$ cat config.mk
export PLATFORM = sky130hd
export DESIGN_NAME = countdown_timer_4bit
export DESIGN_NICKNAME = d
export VERILOG_FILES = /design/src/rtl/countdown_timer_4bit_pkg.sv /design/src/rtl/countdown_timer_4bit_decrementer.sv /design/src/rtl/countdown_timer_4bit.sv
export SDC_FILE = /design/constraint.sdc
export NUM_CORES = 1
export LEC_CHECK = 0
export CAP_MARGIN = 20
export CORE_AREA = 2 2 39 41
export CTS_BUF_LIST = sky130_fd_sc_hd__clkbuf_16
export DETAILED_ROUTE_END_ITERATION = 10
export DIE_AREA = 0 0 41 43
export PLACE_DENSITY = 0.75
export REMOVE_ABC_BUFFERS = 1
export SLEW_MARGIN = 25
export SYNTH_ARGS = -nofsm -noshare
export SYNTH_HDL_FRONTEND = slang
export SYNTH_HIERARCHICAL = 1
export SYNTH_SLANG_ARGS = --single-unit
$ cat constraint.sdc
create_clock -name clk -period 3.8 [get_ports clk]
set_input_delay 0.57 -clock clk [delete_from_list [all_inputs] [get_ports clk]]
set_output_delay 0.57 -clock clk [all_outputs]
set_load 0.02 [all_outputs]
$ cat src/rtl/countdown_timer_4bit_pkg.sv
// Shared definitions for the 4-bit countdown timer.
//   CNT_W   : width of the count and reload registers
//   state_t : controller state encoding (IDLE / RUN / HOLD)
package countdown_timer_4bit_pkg;

    localparam int CNT_W = 4;

    typedef enum logic [1:0] {
        ST_IDLE = 2'b00,
        ST_RUN  = 2'b01,
        ST_HOLD = 2'b10
    } state_t;

endpackage

$ cat src/rtl/countdown_timer_4bit_decrementer.sv
// Decrementer_4bit: combinational 4-bit decrement stage.
//   A    : input value
//   Anew : A - 1 (wraps 0 -> 15; callers must gate the zero case)
module Decrementer_4bit (
    input  logic [3:0] A,
    output logic [3:0] Anew
);

    assign Anew = A - 4'd1;

endmodule

$ cat src/rtl/countdown_timer_4bit.sv
// Loadable 4-bit countdown timer with pause, expiry pulse and optional
// auto-reload. The count register feeds Decrementer_4bit; its output is
// registered back while running.
//   clk, rst_n : clock, asynchronous active-low reset
//   load       : capture load_val into count and reload; aborts a run
//   load_val   : value to load
//   start      : begin counting (honoured in IDLE with count != 0)
//   pause      : level, freezes the count during a run
//   count      : current count
//   busy       : high in RUN or HOLD
//   done       : one-cycle expiry pulse
module countdown_timer_4bit
    import countdown_timer_4bit_pkg::*;
#(
    parameter bit AUTO_RELOAD = 1'b0
) (
    input  logic             clk,
    input  logic             rst_n,
    input  logic             load,
    input  logic [CNT_W-1:0] load_val,
    input  logic             start,
    input  logic             pause,
    output logic [CNT_W-1:0] count,
    output logic             busy,
    output logic             done
);

    state_t           r_state, w_state_nxt;
    logic [CNT_W-1:0] r_count, w_count_nxt;
    logic [CNT_W-1:0] r_reload, w_reload_nxt;
    logic             r_done, w_done_nxt;
    logic             r_busy;
    logic [CNT_W-1:0] w_anew;
    logic             w_cnt_zero;
    logic             w_cnt_one;

    Decrementer_4bit u_dec (
        .A    (r_count),
        .Anew (w_anew)
    );

    assign w_cnt_zero = (r_count == '0);
    assign w_cnt_one  = (r_count == CNT_W'(1));

    always_comb begin
        w_state_nxt  = r_state;
        w_count_nxt  = r_count;
        w_reload_nxt = r_reload;
        w_done_nxt   = 1'b0;

        if (load) begin
            w_count_nxt  = load_val;
            w_reload_nxt = load_val;
            w_state_nxt  = ST_IDLE;
        end else begin
            case (r_state)
                ST_IDLE: begin
                    if (start && !w_cnt_zero)
                        w_state_nxt = ST_RUN;
                end
                ST_RUN: begin
                    if (pause) begin
                        w_state_nxt = ST_HOLD;
                    end else if (w_cnt_one) begin
                        w_done_nxt = 1'b1;
                        if (AUTO_RELOAD && (r_reload != '0)) begin
                            w_count_nxt = r_reload;
                        end else begin
                            w_count_nxt = w_anew;
                            w_state_nxt = ST_IDLE;
                        end
                    end else if (!w_cnt_zero) begin
                        w_count_nxt = w_anew;
                    end else begin
                        // Unreachable in normal use; never let the 0->15
                        // wrap of the decrementer reach the count.
                        w_state_nxt = ST_IDLE;
                    end
                end
                ST_HOLD: begin
                    // Resume edge only changes state; decrement restarts next edge.
                    if (!pause)
                        w_state_nxt = ST_RUN;
                end
                default: w_state_nxt = ST_IDLE;
            endcase
        end
    end

    always_ff @(posedge clk or negedge rst_n) begin
        if (!rst_n) begin
            r_state  <= ST_IDLE;
            r_count  <= '0;
            r_reload <= '0;
            r_done   <= 1'b0;
            r_busy   <= 1'b0;
        end else begin
            r_state  <= w_state_nxt;
            r_count  <= w_count_nxt;
            r_reload <= w_reload_nxt;
            r_done   <= w_done_nxt;
            r_busy   <= (w_state_nxt != ST_IDLE);
        end
    end

    assign count = r_count;
    assign busy  = r_busy;
    assign done  = r_done;

endmodule

* After elaboration in Yosys (flattened, before gate mapping)
Index checks and enable logic that the tools add are counted.
** Word-level totals
- Register bits after elaboration :: 8
- Input port bits :: 9
- Output and inout bits :: 6
- Word-level logic and storage cells :: 33
** Operators by class
- Add/subtract/negate cells :: 1
- Equal/unequal tests :: 5
- Muxes and demuxes :: 16
- Reductions and logical operators :: 7
** Operators with widths (count)
- two-way mux 4 bit :: 5
- two-way mux 2 bit :: 6
- case mux 2 bit (3 select lines) :: 1
- equality test 4 x 1 -> 1 bit, second input constant :: 1
- logical NOT 4 bit :: 1
- two-way mux 1 bit :: 4
- nonzero test 2 bit :: 2
- subtractor 4 x 1 -> 4 bit, second input constant :: 1
- != test 3 x 2 -> 1 bit, second input constant :: 1
- AND reduction 3 bit :: 1
- equality test 2 x 1 -> 1 bit, second input constant :: 1
- equality test 2 bit, second input constant :: 1
- logical NOT 2 bit :: 1
- != test 2 bit, second input constant :: 1
- logical AND 1 bit :: 1
- logical NOT 1 bit :: 1

* Logic depth before layout (Yosys ltp)
Gate-level depths: netlist (run 1).
- Depth after elaboration :: 7
- Gate-level depth with buffers :: 5
- Depth with buffers taken out :: 5

* By module
The synthesis (run 1) kept the hierarchy.
** By module, submodules not included
- countdown_timer_4bit :: instances 1, cells each 40, area each 421.7 µm², seq. area each 200.2 µm²
- Decrementer_4bit :: instances 1, cells each 7, area each 51.3 µm², seq. area each 0.0 µm²

* Worst setup path after synthesis (run 1)
Ideal clock, no wire load.
- Path type :: reg2reg
- Start :: register r_count[1] (netlist: count[1])
- End :: register r_count[1] (netlist: count[1])
- Library setup time :: 0.132 ns
- Arrival time :: 1.345 ns
- Required time :: 3.668 ns
- Path slack :: 2.323 ns
- Cell stages (with the launch flop) :: 5
- Buffers on the path :: 0
- Period minus slack after synthesis :: 1.477 ns
- Path through :: dfrtp_1 > or3_4 > or2_4 > a31oi_1 > o21ai_1
** On the way
- Cells in the longest elaborated chain, start to end :: 6
- Elaborated cells between the ends (all ways) :: 10
- Classes of those cells :: add/sub (1); eq/ne (2); mux (5); reduce/logical (2)
** RTL lines
- start: declaration :: RTL line countdown_timer_4bit.sv:29 : logic [CNT_W-1:0] r_count, w_count_nxt;
- start signal: assignment :: RTL line countdown_timer_4bit.sv:99 : r_count <= w_count_nxt;
- subtractor 4 x 1 -> 4 bit :: RTL line countdown_timer_4bit_decrementer.sv:9 : assign Anew = A - 4'd1;
- two-way mux 4 bit :: RTL line countdown_timer_4bit.sv:72 : end else if (!w_cnt_zero) begin
- two-way mux 4 bit :: RTL line countdown_timer_4bit.sv:64 : end else if (w_cnt_one) begin
- two-way mux 4 bit :: RTL line countdown_timer_4bit.sv:62 : if (pause) begin
- two-way mux 4 bit :: RTL line countdown_timer_4bit.sv:56 : case (r_state)
- two-way mux 4 bit :: RTL line countdown_timer_4bit.sv:51 : if (load) begin
Several ways; a longest one is shown, not always the timed one. The select of a mux whose other input is x is not followed.
A chain may end at the register's enable or synchronous reset.

* Final worst setup path (run 1)
- Start :: register r_count[0] (netlist: count[0])
- End :: output port count[0]
** RTL lines
- end: declaration :: RTL line countdown_timer_4bit.sv:23 : output logic [CNT_W-1:0] count,
No word-level cell between the ends.

==> results.yml, run 1 <==
pwr:
  p_per_area_nw_per_um2: 534.2
  ir_drop_mv: 0.2409
  p_leak_nw: 0.2948
timing:
  rsz0062_at_grt: "no"
  post-route-period-util_pct: 50.41
  tns_ns: 0
  holdWs_ns: 0.6226
  maxSlewViolCount: 0
  layout_min_cycle_time_ns: 1.916
  max_freq_mhz: 522.0
  maxSlewHeadroom_pct: 69.93
  timing.final.ws_setup_ns: 1.884
  hold_violations: 0
  report.final.setup_viol: 0
  worst_pin_slew_ns: 0.4497
  fin_skew_ns: 0.003137
synth:
  synth_area_sq_um: 473.0
  syn_area_per_cell_sq_um: 10.06
  ys_ff_latch: 8
  ys_types: 25
  synth-seq-area-share_pct: 42.33
  netlist_instances: 47
  ys_warn_count: 6
cells_and_area:
  final_cell_mix: "clkdlybuf4s50_1 (14), dfrtp_1 (8), nand2_1 (6)"
  seq_area_sq_um: 200.2
  syn_to_final_growth_pct: 48.94
  fillerInstances: 137
  final_nets: 75
  final_common_cell: "clkdlybuf4s50_1"
  finalNonFillerCells: 79
  drive_gt1_share_pct: 19.05
  multi_input_area_sq_um: 257.7
  diodes: 0
worst_hold_path:
  hold_path.class: "in2async"
clocking:
  cts_buffer_depth: 2
  insertion_delay_ns: 0.23
  post_cts_buffers: 0
  cts_tree: "built"
  numCtsBuffers: 3
  clkSlewWorstSetupHoldPaths_ns: 0.04
  postCtsHoldBufs: 0
  cts.sinks: 8
  cts.repair.resized: 0
  htreeDepth: 1
  cts_root_buf: "clkbuf_16"
critical_path:
  path_delay_family: "buffers and inverters"
  crit_required_ns: 3.23
  crit_type: "reg2out"
  r2r_slack_ns: 2.32
  crit_path_max_fanout: 7
  cpPeakStageDelay_ns: 0.66
  cp_num_buf_inv: 1
  worstSetupStartpointType: "flop"
  slowest_stage: "clkdlybuf4s50_1"
  crit_chain: "clkdlybuf4s50_1"
  endpoint_kind: "primary output"
  cp.arrival_ns: 1.35
floorplanning:
  core_area_sq_um: 1384
  dieArea_sq_um: 1763
  core.rowCount: 14
  io_pins: 15
  fp.dieH_um: 43
  initial_core_util_pct: 34.18
  die_w_um: 41
global_route:
  globalRouteOverflowTotal: 0
  antenna_found_initial: 0
  grt_max_degree: 14
  gr-usage-met1_pct: 15.36
  grt-busiest-layer: "met2"
  grt_pass1_vias: 414
  track_usage_pct: 14.03
  met3_usage_pct: 6.283
  use_met2_pct: 23.13
  grt_pass1_wl_mm: 1.676
drt:
  firstDrtPassIters: 4
  drt-initial-drc-count: 8
  vias: 406
  wl_per_cell_um: 13.09
  wirelength_mm: 1.034
  drtAntennaViolNets: 0
  drt-vias-per-instance: 5.139
  post-route-drc-count: 0
place:
  dp_hpwl_um: 728.8
  placedCellCount: 76
  post-place-ws_ns: 1.845
  globalplace.congestion: 0.7416
  port-buffer-count: 14
flow_run:
  cap_viol_max_count: 0
outcome:
  outcome: "completed"
==> cell families (layout without fill, tap and decap cells) <==
family          count (synthesis)  count (layout)  share of synthesized area (%)
compound gates                 12              12                          16.14
flops                           8               8                          42.33
fa+ha+maj                       1               1                          2.645
mux                             1               1                          2.381
simple gates                   18              18                          27.78
buf+inv                         4              20                          3.174
xor+xnor                        3               3                          5.557
==> power breakdown <==
group          switching (mW)  leakage (nW)  internal, mW
registers              0.0130         0.102        0.0966
clock network          0.0372        0.0370         0.135
logic                  0.0441         0.156        0.0500
==> area by class of cell <==
| cell class | instances | area share, % |
|---|---|---|
| Multi-Input combinational cell | 35 | 36.59 |
| Sequential cell | 8 | 28.42 |
| Timing Repair Buffer | 14 | 19.89 |
| Clock buffer | 3 | 10.66 |
| Tap cell | 16 | 2.842 |
| Inverter | 3 | 1.599 |
==> registers in the layout, indices dropped and copies added (netlist names) <==
name	cells
busy	1
count	4
done	1
r_state	2
==> per-layer routing <==
metal	vias up	part of all wire [%]
met5	-	0
met4	0	1.4
met3	2	3.9
met2	11	51
met1	194	43
li1	199	-
==> worst paths after layout <==
path / start / endpoint / cells after the start
min reg2reg: r_state[0]$_DFF_PN0_ / r_state[0]$_DFF_PN0_ / 2
max in group asynchronous: rst_n / count[1]$_DFFE_PN0P_ / 1
max reg2reg: count[1]$_DFFE_PN0P_ / count[3]$_DFFE_PN0P_ / 4
min: rst_n / count[2]$_DFFE_PN0P_ / 1
max: count[0]$_DFFE_PN0P_ / count[0] / 1
min in group clk: r_state[0]$_DFF_PN0_ / r_state[0]$_DFF_PN0_ / 2
==> metrics by stage <==
step	utilization [%]	power, mW	area [sq um]
after CTS	50.90	0.3784	704.4
after global routing	50.90	0.3951	704.4
after global placement	45.48	0.2004	629.4
after floorplan	-	0.1656	469.2
after detailed placement	45.48	0.2032	629.4
final	50.90	0.3763	704.4
==> synth_stat cells (all sizes together) <==
| cell | count | area share, % |
|---|---|---|
| dfrtp | 8 | 42 |
| nand2 | 6 | 4.8 |
| nor2b | 4 | 5.3 |
| o21ai | 4 | 4.2 |
| a31oi | 3 | 4.0 |
| inv | 3 | 2.4 |
| nor3b | 2 | 6.6 |
| or2 | 2 | 3.2 |
| xor2 | 2 | 3.7 |
| a21oi | 1 | 1.1 |
| and4bb | 1 | 2.6 |
| clkbuf | 1 | 0.79 |
| ha | 1 | 2.6 |
| mux2 | 1 | 2.4 |
| nor2 | 1 | 0.79 |
| nor3 | 1 | 2.1 |
| o21ba | 1 | 2.1 |
| o22ai | 1 | 1.3 |
| o2bb2ai | 1 | 1.9 |
| o31ai | 1 | 1.6 |
| or3 | 1 | 2.4 |
| xnor2 | 1 | 1.9 |
(Power assumes the default switching activity.)
==> run 2, diff against run 1 <==
--- a/config.mk
+++ b/config.mk
@@ -10,7 +10,7 @@
 export CTS_BUF_LIST = sky130_fd_sc_hd__clkbuf_16
 export DETAILED_ROUTE_END_ITERATION = 10
 export DIE_AREA = 0 0 41 43
-export PLACE_DENSITY = 0.75
+export PLACE_DENSITY = 0.77
 export REMOVE_ABC_BUFFERS = 1
 export SLEW_MARGIN = 25
 export SYNTH_ARGS = -nofsm -noshare
==> constraint.sdc (replaced) <==
create_clock -name clk -period 1.66 [get_ports clk]
set_input_delay 0.249 -clock clk [delete_from_list [all_inputs] [get_ports clk]]
set_output_delay 0.249 -clock clk [all_outputs]
set_load 0.02 [all_outputs]
==> run 2 against run 1 <==
Compared with the run above:
- non-clock buffer count grew 1
- cell count is 1.3% higher
- clock power is 140% higher
- count of clock-buffer cells in the layout unchanged
- sequential power rose by 130%
==> results.yml, run 2 (same netlist as run 1, synthesis figures left out) <==
outcome:
  outcome: "completed"
critical_path:
  reg2reg_from: "count[1]$_DFFE_PN0P_"
  endpoint_kind: "primary output"
  crit_type: "reg2out"
  cpPeakStageDelay_ns: 0.65
  path_delay_family: "buffers and inverters"
  crit_path_start: "count[0]$_DFFE_PN0P_"
  cp.arrival_ns: 1.35
  crit_required_ns: 1.41
  crit_path_max_fanout: 7
  reg2regPathDepth: 4
  crit_chain: "clkdlybuf4s50_1"
  crit_cells: 1
  worstSetupStartpointType: "flop"
  cp_num_buf_inv: 1
  slowest_stage: "clkdlybuf4s50_1"
global_route:
  track_usage_pct: 13.80
  grt_max_degree: 12
  antenna_found_initial: 0
  grt_pass1_wl_mm: 1.538
  globalRouteOverflowTotal: 0
  grt_pass1_vias: 369
timing:
  hold_violations: 0
  timing.final.ws_setup_ns: 0.06356
  post-route-period-util_pct: 96.17
  worst_pin_slew_ns: 0.3964
  report.final.setup_viol: 0
  maxSlewViolCount: 0
  fin_skew_ns: 0.003708
  maxSlewHeadroom_pct: 73.49
  holdWs_ns: 0.3096
  rsz0062_at_grt: "no"
  layout_min_cycle_time_ns: 1.596
  tns_ns: 0
  max_freq_mhz: 626.4
clocking:
  cts.sinks: 8
  cts_buffer_depth: 2
  cts_root_buf: "clkbuf_16"
  post_cts_buffers: 0
  htreeDepth: 1
  cts.repair.resized: 0
  numCtsBuffers: 3
  clkSlewWorstSetupHoldPaths_ns: 0.04
  cts_tree: "built"
  postCtsHoldBufs: 0
  insertion_delay_ns: 0.23
place:
  port-buffer-count: 14
  dp_hpwl_um: 794.6
  globalplace.congestion: 0.7241
  post-place-ws_ns: 0.05523
  placedCellCount: 77
  dpl-instance-area_sq_um: 636.9
floorplanning:
  dieArea_sq_um: 1763
  initial_core_util_pct: 34.18
  io_pins: 15
  die_w_um: 41
  core_area_sq_um: 1384
  core.rowCount: 14
  fp.dieH_um: 43
pwr:
  p_sw_share_pct: 25.81
  p_per_area_nw_per_um2: 1226
  switching_power_mw: 0.2253
  pwr-share-clk_pct: 46.6
  p_int_mw: 0.6475
  total_power_mw: 0.8728
  share_comb_of_total_power_pct: 24.4
  ir_drop_mv: 0.7089
  seqPwrFrac_pct: 29.0
  p_leak_nw: 0.2996
drt:
  firstDrtPassIters: 4
  drt-initial-drc-count: 5
  wirelength_mm: 1.015
  vias: 404
  wl_per_cell_um: 12.69
  post-route-drc-count: 0
  drt-vias-per-instance: 5.050
  drtAntennaViolNets: 0
cells_and_area:
  finalNonFillerCells: 80
  final_nets: 76
  final_cell_area_sq_um: 711.9
  final_common_cell: "clkdlybuf4s50_1"
  utilization_pct: 51.45
  drive_gt1_share_pct: 20.31
  diodes: 0
  largest_reg_flops: 4
  final_cell_mix: "clkdlybuf4s50_1 (14), dfrtp_1 (8), nand2_1 (6)"
  syn_to_final_growth_pct: 50.53
worst_hold_path:
  hold_path.class: "in2async"
flow_run:
  cap_viol_max_count: 0
[run 2: cell count changes in the layout (fill, tap and decap cells not counted), sizes merged]
| cell | delta |
|---|---|
| buf | +1 |
[run 2: path summary, 6_finish.rpt]
kind,to,slack (ns)
max,count[0],0.06
min,count[2]$_DFFE_PN0P_,0.31
max reg2reg,count[1]$_DFFE_PN0P_,0.20
min reg2reg,r_state[0]$_DFF_PN0_,0.63
max in group asynchronous,r_state[0]$_DFF_PN0_,1.07
min in group clk,count[2]$_DFFE_PN0P_,0.56
[run 2: area by class of cell]
cell class                 instances  area (sq um)
clock buffer                       3         75.07
fill                             127         671.9
inverter                           3         11.26
multi-input combinational         35         257.7
sequential                         8         200.2
tap                               16         20.02
timing repair buffer              15         147.6
[run 2: power by group through the flow]
stage          Clock [mW]  Sequential, mW  Combinational [mW]
5_1_grt             0.423           0.257               0.236
2_1_floorplan           0           0.272               0.107
3_5_place_dp            0           0.256               0.214
6_report            0.407           0.253               0.213
3_3_place_gp            0           0.253               0.209
4_1_cts             0.412           0.253               0.215
[run 2: per-layer routing]
metal / part of all wire, % / vias to the layer above / global-route usage [%]
met5: 0 / - / 0
met4: 2.7 / 0 / 10.00
met3: 3.9 / 4 / 4.712
met2: 49 / 9 / 21.56
met1: 44 / 192 / 14.29
li1: - / 199 / -
==> RTL edit 1: new RTL, settings of run 2 <==
Register the inputs `load`, `load_val`, `start` and `pause` before use, with the module's reset. The logic sees them one clock later.
--- a/src/rtl/countdown_timer_4bit.sv
+++ b/src/rtl/countdown_timer_4bit.sv
@@ -26,4 +26,23 @@
 );
 
+    logic load_q;
+    logic [CNT_W-1:0] load_val_q;
+    logic start_q;
+    logic pause_q;
+
+    always_ff @(posedge clk or negedge rst_n) begin
+        if (!rst_n) begin
+            load_q     <= '0;
+            load_val_q <= '0;
+            start_q    <= '0;
+            pause_q    <= '0;
+        end else begin
+            load_q     <= load;
+            load_val_q <= load_val;
+            start_q    <= start;
+            pause_q    <= pause;
+        end
+    end
+
     state_t           r_state, w_state_nxt;
     logic [CNT_W-1:0] r_count, w_count_nxt;
@@ -49,16 +68,16 @@
         w_done_nxt   = 1'b0;
 
-        if (load) begin
-            w_count_nxt  = load_val;
-            w_reload_nxt = load_val;
+        if (load_q) begin
+            w_count_nxt  = load_val_q;
+            w_reload_nxt = load_val_q;
             w_state_nxt  = ST_IDLE;
         end else begin
             case (r_state)
                 ST_IDLE: begin
-                    if (start && !w_cnt_zero)
+                    if (start_q && !w_cnt_zero)
                         w_state_nxt = ST_RUN;
                 end
                 ST_RUN: begin
-                    if (pause) begin
+                    if (pause_q) begin
                         w_state_nxt = ST_HOLD;
                     end else if (w_cnt_one) begin
@@ -80,5 +99,5 @@
                 ST_HOLD: begin
                     // Resume edge only changes state; decrement restarts next edge.
-                    if (!pause)
+                    if (!pause_q)
                         w_state_nxt = ST_RUN;
                 end
Behaviour: not the same (Yosys sat finds a counterexample within 4 cycles, from zero or initial values and one cycle with rst_n low).
==> RTL edit 1 against run 2 <==
Critical path depth unchanged. Total power up 23%. Routed wire length up 16%. Worst setup slack better by 0.025 ns. Sequential cell count up 7. Area after synthesis up 36%. Clock power up 12%. Cell area up 25%. Largest power group unchanged.
==> RTL edit 1: results (changes against run 2) <==
{| class="wikitable"
! Metric !! Value
|-
| Clock tree skew after final layout || 0.00103 ns (-0.00268 ns)
|-
| Number of H-tree levels || 1 (unchanged)
|-
| Leading post-synthesis cells by cell area || dfrtp_1 58%, nor2b_1 3.9%, a31oi_1 2.9%
|-
| Insertion delay to the later sink of the worst-skew pair || 0.24 ns
|-
| Largest net degree at the start of global routing || 13 (+1)
|-
| Cell at the slowest stage of the critical path || clkdlybuf4s50_1
|-
| Timing-limited maximum frequency || 0.637 GHz (+1.6%)
|-
| Transition time at the pin with the least slew margin || 0.376 ns (-0.0206 ns)
|-
| Clock slew seen by the registers of the worst setup and hold paths || 0.05 ns
|-
| Fill cells || 100 (-21%)
|-
| Worst setup slack before clock tree synthesis || 0.308 ns (+0.253 ns)
|-
| Post-detailed-placement cell area || 806 µm² (+27%)
|-
| Setup violation total in the final timing report || 0 (unchanged)
|-
| Number of global-route vias before repair || 463 (+25%)
|-
| Count of buffers from port buffering || 14 (unchanged)
|-
| Detailed-routing iteration count for the pre-antenna-repair pass || 4 (unchanged)
|-
| Max Root-Sink Buffers || 2 (unchanged)
|-
| Met3 Track Usage GR || 3.14% (-1.6 points)
|-
| Via count || 454 (+12%)
|-
| Family of cells with the greatest summed delay on the critical path || buffers and inverters
|-
| Layout net count || 83 (+9.2%)
|-
| GP Congestion || 0.708 (-2.2%)
|-
| CP Max Fanout || 6 (-1)
|-
| Clock tree root buffer cell || clkbuf_16
|-
| Delay contributed by the slowest stage of the critical path || 0.64 ns
|-
| Fraction of final layout cells sized beyond drive strength 1 || 13.9% (-6.4 points)
|-
| Number of warnings reported in the yosys synthesis log || 6 (unchanged)
|-
| Run status || finished, final reports clean
|-
| Fraction of the yosys area taken by sequential cells || 58.5% (+16 points)
|-
| DRC marker count from the first detailed-route iteration || 9 (+4)
|-
| Leak Pwr || 0.393 nW (+31%)
|-
| Number of antenna repair diodes || 0 (unchanged)
|-
| Reg-to-reg slack, setup || 0.27 ns (+0.07 ns)
|-
| Arrival time of data at the critical path endpoint || 1.32 ns (-0.03 ns)
|-
| Commonest cells post-synth || 15 x dfrtp_1, 4 x nand2_1, 4 x nor2b_1
|-
| HPWL after detailed placement || 808 µm (+1.7%)
|-
| GRT met2 Usage || 25.9% (+4.4 points)
|-
| First-pass GRT wire length || 2.01 mm (+30%)
|-
| Kind of path behind the tightest hold check || in2async
|-
| Number of library cell types mapped by synthesis || 25 (unchanged)
|-
| GRT Resource Usage Total || 18.4% (+4.6 points)
|-
| Met1 usage || 24.2% (+9.9 points)
|-
| Fraction of registers with async set or reset after synthesis || 100% (unchanged)
|-
| Antenna violations before repair || 0 (unchanged)
|-
| Wirelength, routed || 1.18 mm (+16%)
|-
| Inserted Clock Buffers || 3 (unchanged)
|-
| VDD IR max || 1.08 mV (+52%)
|}
## RTL edit 1: changes by cell type in the layout (fill, tap and decap cells not counted), moves of 2 or more
cell	change
nand2_1	-2
o21ai_1	-3
dfrtp_1	+7
o21ai_0	+2
## RTL edit 1: worst reg2reg max path: stages (launching register included)
cell,delay [ns]
dfrtp_1,0.42
nor3_1,0.24
or2b_1,0.28
a31oi_1,0.21
o21ai_0,0.10
## RTL edit 1: cell type report
class | instances | area (µm²) | area share [%]
Sequential cell | 15 | 375 | 42.3
Multi-Input combinational cell | 35 | 251 | 28.3
Clock buffer | 3 | 75.1 | 8.45
Tap cell | 16 | 20.0 | 2.25
Clock inverter | 1 | 5.00 | 0.563
Inverter | 3 | 11.3 | 1.27
Timing Repair Buffer | 15 | 150 | 16.9
## RTL edit 1: worst paths after layout
path,start,to,cells after the start
setup / recovery,count[2]$_DFFE_PN0P_,count[2],1
hold / removal,rst_n,count[2]$_DFFE_PN0P_,1
setup reg to reg,count[1]$_DFFE_PN0P_,count[1]$_DFFE_PN0P_,4
hold reg to reg,load_val_q[0]$_DFF_PN0_,count[0]$_DFFE_PN0P_,2
max in group asynchronous,rst_n,busy$_DFF_PN0_,2
min in group clk,load,load_q$_DFF_PN0_,1
## RTL edit 1: metrics by stage
stage                     utilization [%]  hold WS [ns]  instances
final                                64.2         0.281         88
after global routing                 64.2         0.310         88
after CTS                            64.0         0.289         88
after detailed placement             58.2         0.452         84
after global placement               58.2         0.435         84
after floorplan                         -       -0.0466         53
## RTL edit 1: layer usage
metal	share of wire [%]	vias up
met5	0	-
met4	3.3	0
met3	2.3	4
met2	51	10
met1	43	216
li1	-	224
## RTL edit 1: repair_timing
action | CTS | global route
hold buffers | 0 | 0
setup endpoints to repair | 0 | 1
gates resized for setup | 0 | 1
buffers inserted | 0 | 0
hold endpoints to repair | 0 | 0
## RTL edit 1: kinds of logic after synthesis
family / Yosys count / synth area share (%)
buffers and inverters: 4 / 2.34
adders and majority gates: 1 / 1.95
xor gates and xnor gates: 3 / 4.09
and+or+nand+nor: 19 / 20.5
AOI/OAI and AO/OA: 12 / 12.7
DFF: 15 / 58.5
## RTL edit 1: power by group
| group | switching (mW) | total [mW] | internal (mW) |
|---|---|---|---|
| Combinational | 0.0885 | 0.187 | 0.0982 |
| Clock | 0.134 | 0.455 | 0.320 |
| Sequential | 0.0363 | 0.434 | 0.397 |
| Total | 0.259 | 1.08 | 0.816 |
==> RTL edit 2: new RTL, settings of run 2 <==
Made on the original files. `AUTO_RELOAD`: 1'b0 -> 1'b1.
--- a/src/rtl/countdown_timer_4bit.sv
+++ b/src/rtl/countdown_timer_4bit.sv
@@ -13,5 +13,5 @@
     import countdown_timer_4bit_pkg::*;
 #(
-    parameter bit AUTO_RELOAD = 1'b0
+    parameter bit AUTO_RELOAD = 1'b1
 ) (
     input  logic             clk,
Function: changed (Yosys sat finds a counterexample within 4 cycles, from zero or initial values and one cycle with rst_n low).
==> RTL edit 2 against run 2 <==
Area after synthesis is 35% higher. Worst setup slack got worse by 0.029 ns. Sequential cell count grew 4. Total power grew 38%. Largest power group unchanged. Clock power rose by 9.6%. Register-to-register slack worse by 0.17 ns. Critical endpoint is now busy$_DFF_PN0_. Clock skew shrank 0.0029 ns. Sequential power rose by 60%. First-iteration DRC count rose to 2.6 times the old value. Global-route usage grew 6.1 points. Routed wire length is 46% higher. Cell area increased by 34%. Synthesized cell count up 23%.
==> RTL edit 2: results (changes against run 2) <==
{| class="wikitable"
! Metric !! Value
|-
| Run status || finished, final reports clean
|-
| CP Max Fanout || 3 (-4)
|-
| HPWL after detailed placement || 1.05 mm (+32%)
|-
| Number of global-route vias before repair || 493 (+34%)
|-
| Fraction of registers with async set or reset after synthesis || 100% (unchanged)
|-
| Detailed-routing iteration count for the pre-antenna-repair pass || 4 (unchanged)
|-
| Kind of path behind the tightest hold check || in2async
|-
| Routed wire per std cell || 15.0 µm (+18%)
|-
| Antenna violations before repair || 0 (unchanged)
|-
| Number of H-tree levels || 1 (unchanged)
|-
| Layout net count || 94 (+24%)
|-
| Cell at the slowest stage of the critical path || or4_4
|-
| Clock tree skew after final layout || 0.000808 ns (-0.00290 ns)
|-
| Insertion delay to the later sink of the worst-skew pair || 0.24 ns
|-
| VDD IR max || 0.902 mV (+27%)
|-
| Inserted Clock Buffers || 3 (unchanged)
|-
| Clock slew seen by the registers of the worst setup and hold paths || 0.04 ns (about the same)
|-
| First-pass GRT wire length || 2.24 mm (+45%)
|-
| Leading post-synthesis cells by cell area || dfrtp_1 47%, mux2_2 7.1%, a221oi_1 5.5%
|-
| Commonest cells post-synth || 12 x dfrtp_1, 6 x nand2_1, 5 x nor2b_1
|-
| GP Congestion || 0.792 (+9.3%)
|-
| Family of cells with the greatest summed delay on the critical path || simple AND/OR/NAND/NOR gates
|-
| GRT Resource Usage Total || 19.9% (+6.1 points)
|-
| Max Root-Sink Buffers || 2 (unchanged)
|-
| Number of antenna repair diodes || 0 (unchanged)
|-
| Leak Pwr || 0.415 nW (+38%)
|-
| Mean number of vias per cell || 5.74 (+14%)
|-
| Delay contributed by the slowest stage of the critical path || 0.56 ns (-0.09 ns)
|-
| Fraction of final layout cells sized beyond drive strength 1 || 28.9% (+8.6 points)
|-
| Largest net degree at the start of global routing || 13 (+1)
|-
| Number of warnings reported in the yosys synthesis log || 6 (unchanged)
|-
| Clock tree root buffer cell || clkbuf_16
|-
| Post-CTS Setup Repair Bufs || 0 (unchanged)
|-
| Count of buffers from port buffering || 14 (unchanged)
|-
| Setup violation total in the final timing report || 0 (unchanged)
|-
| Fraction of the yosys area taken by sequential cells || 47.2% (+4.8 points)
|-
| Transition time at the pin with the least slew margin || 0.572 ns (+0.175 ns)
|-
| Number of library cell types mapped by synthesis || 23 (-8.0%)
|-
| DRC marker count from the first detailed-route iteration || 13 (+8)
|-
| Fill cells || 110 (-13%)
|-
| Main synth FF type || dfrtp_1
|-
| Arrival time of data at the critical path endpoint || 1.75 ns (+0.40 ns)
|-
| DR DRC count || 0 (unchanged)
|}
## RTL edit 2: changes by cell type in the layout (fill, tap and decap cells not counted), sizes merged, moves of 2 or more
| cell | change |
|---|---|
| mux2 | +3 |
| clkdlybuf4s50 | -2 |
| a31oi | -3 |
| dfrtp | +4 |
| o21ai | -4 |
| buf | +7 |
| or4 | +2 |
| o31ai | +3 |
| a221oi | +4 |
| dlymetal6s2s | +2 |
## RTL edit 2: path summary, 6_finish.rpt
kind                                          from                      end  slack (ns)  cells after the start
setup / recovery           r_reload[2]$_DFFE_PN0P_           busy$_DFF_PN0_        0.03                      4
hold / removal                               rst_n     r_state[1]$_DFF_PN0_        0.38                      1
setup reg to reg           r_reload[2]$_DFFE_PN0P_           busy$_DFF_PN0_        0.03                      4
hold reg to reg            r_reload[3]$_DFFE_PN0P_  r_reload[3]$_DFFE_PN0P_        0.55                      1
max in group asynchronous                    rst_n     count[0]$_DFFE_PN0P_        0.87                      1
min in group clk           r_reload[3]$_DFFE_PN0P_  r_reload[3]$_DFFE_PN0P_        0.55                      1
## RTL edit 2: what timing repair did
item / CTS / global route
setup endpoints to repair: 1 / 5
pin swaps: 0 / 1
gates resized for setup: 1 / 6
gates cloned: 0 / 0
## RTL edit 2: metal layers
metal,wire (µm),vias up,GRT usage [%]
met5,0,-,0
li1,-,265,-
met3,95,6,6.28
met4,38,0,12.0
met1,587,270,26.6
met2,763,27,27.2
## RTL edit 2: logic make-up after synthesis
logic type,synth area share (%)
simple gates,21.2
fa+ha+maj,1.96
compound gates,15.5
mux,7.07
xor+xnor,4.13
flops,47.2
buf+inv,2.95
## RTL edit 2: layout make-up
cell class                      instances  share of cell area [%]
Timing Repair Buffer                   22                    21.5
Clock buffer                            3                    7.86
Sequential cell                        12                    31.7
Clock inverter                          1                   0.393
Tap cell                               16                    2.10
Inverter                                4                    1.57
Multi-Input combinational cell         41                    34.9
## RTL edit 2: report_power, final
group	total (mW)	internal (mW)	leakage [nW]	switching (mW)
logic	0.354	0.185	0.230	0.169
clock network	0.446	0.317	0.0385	0.128
registers	0.406	0.341	0.146	0.0651
## RTL edit 2: per-stage QoR
step           hold WS (ns)  cell area [µm²]  util (%)  std cells  worst slack (ns)
4_1_cts               0.396              933      67.5         99           0.00226
3_5_place_dp          0.540              853      61.7         95           0.00153
3_3_place_gp          0.515              853      61.7         95            0.0252
6_report              0.377              955      69.0         99            0.0347
5_1_grt               0.430              955      69.0         99           -0.0230
2_1_floorplan       -0.0466              633         -         57            0.0481
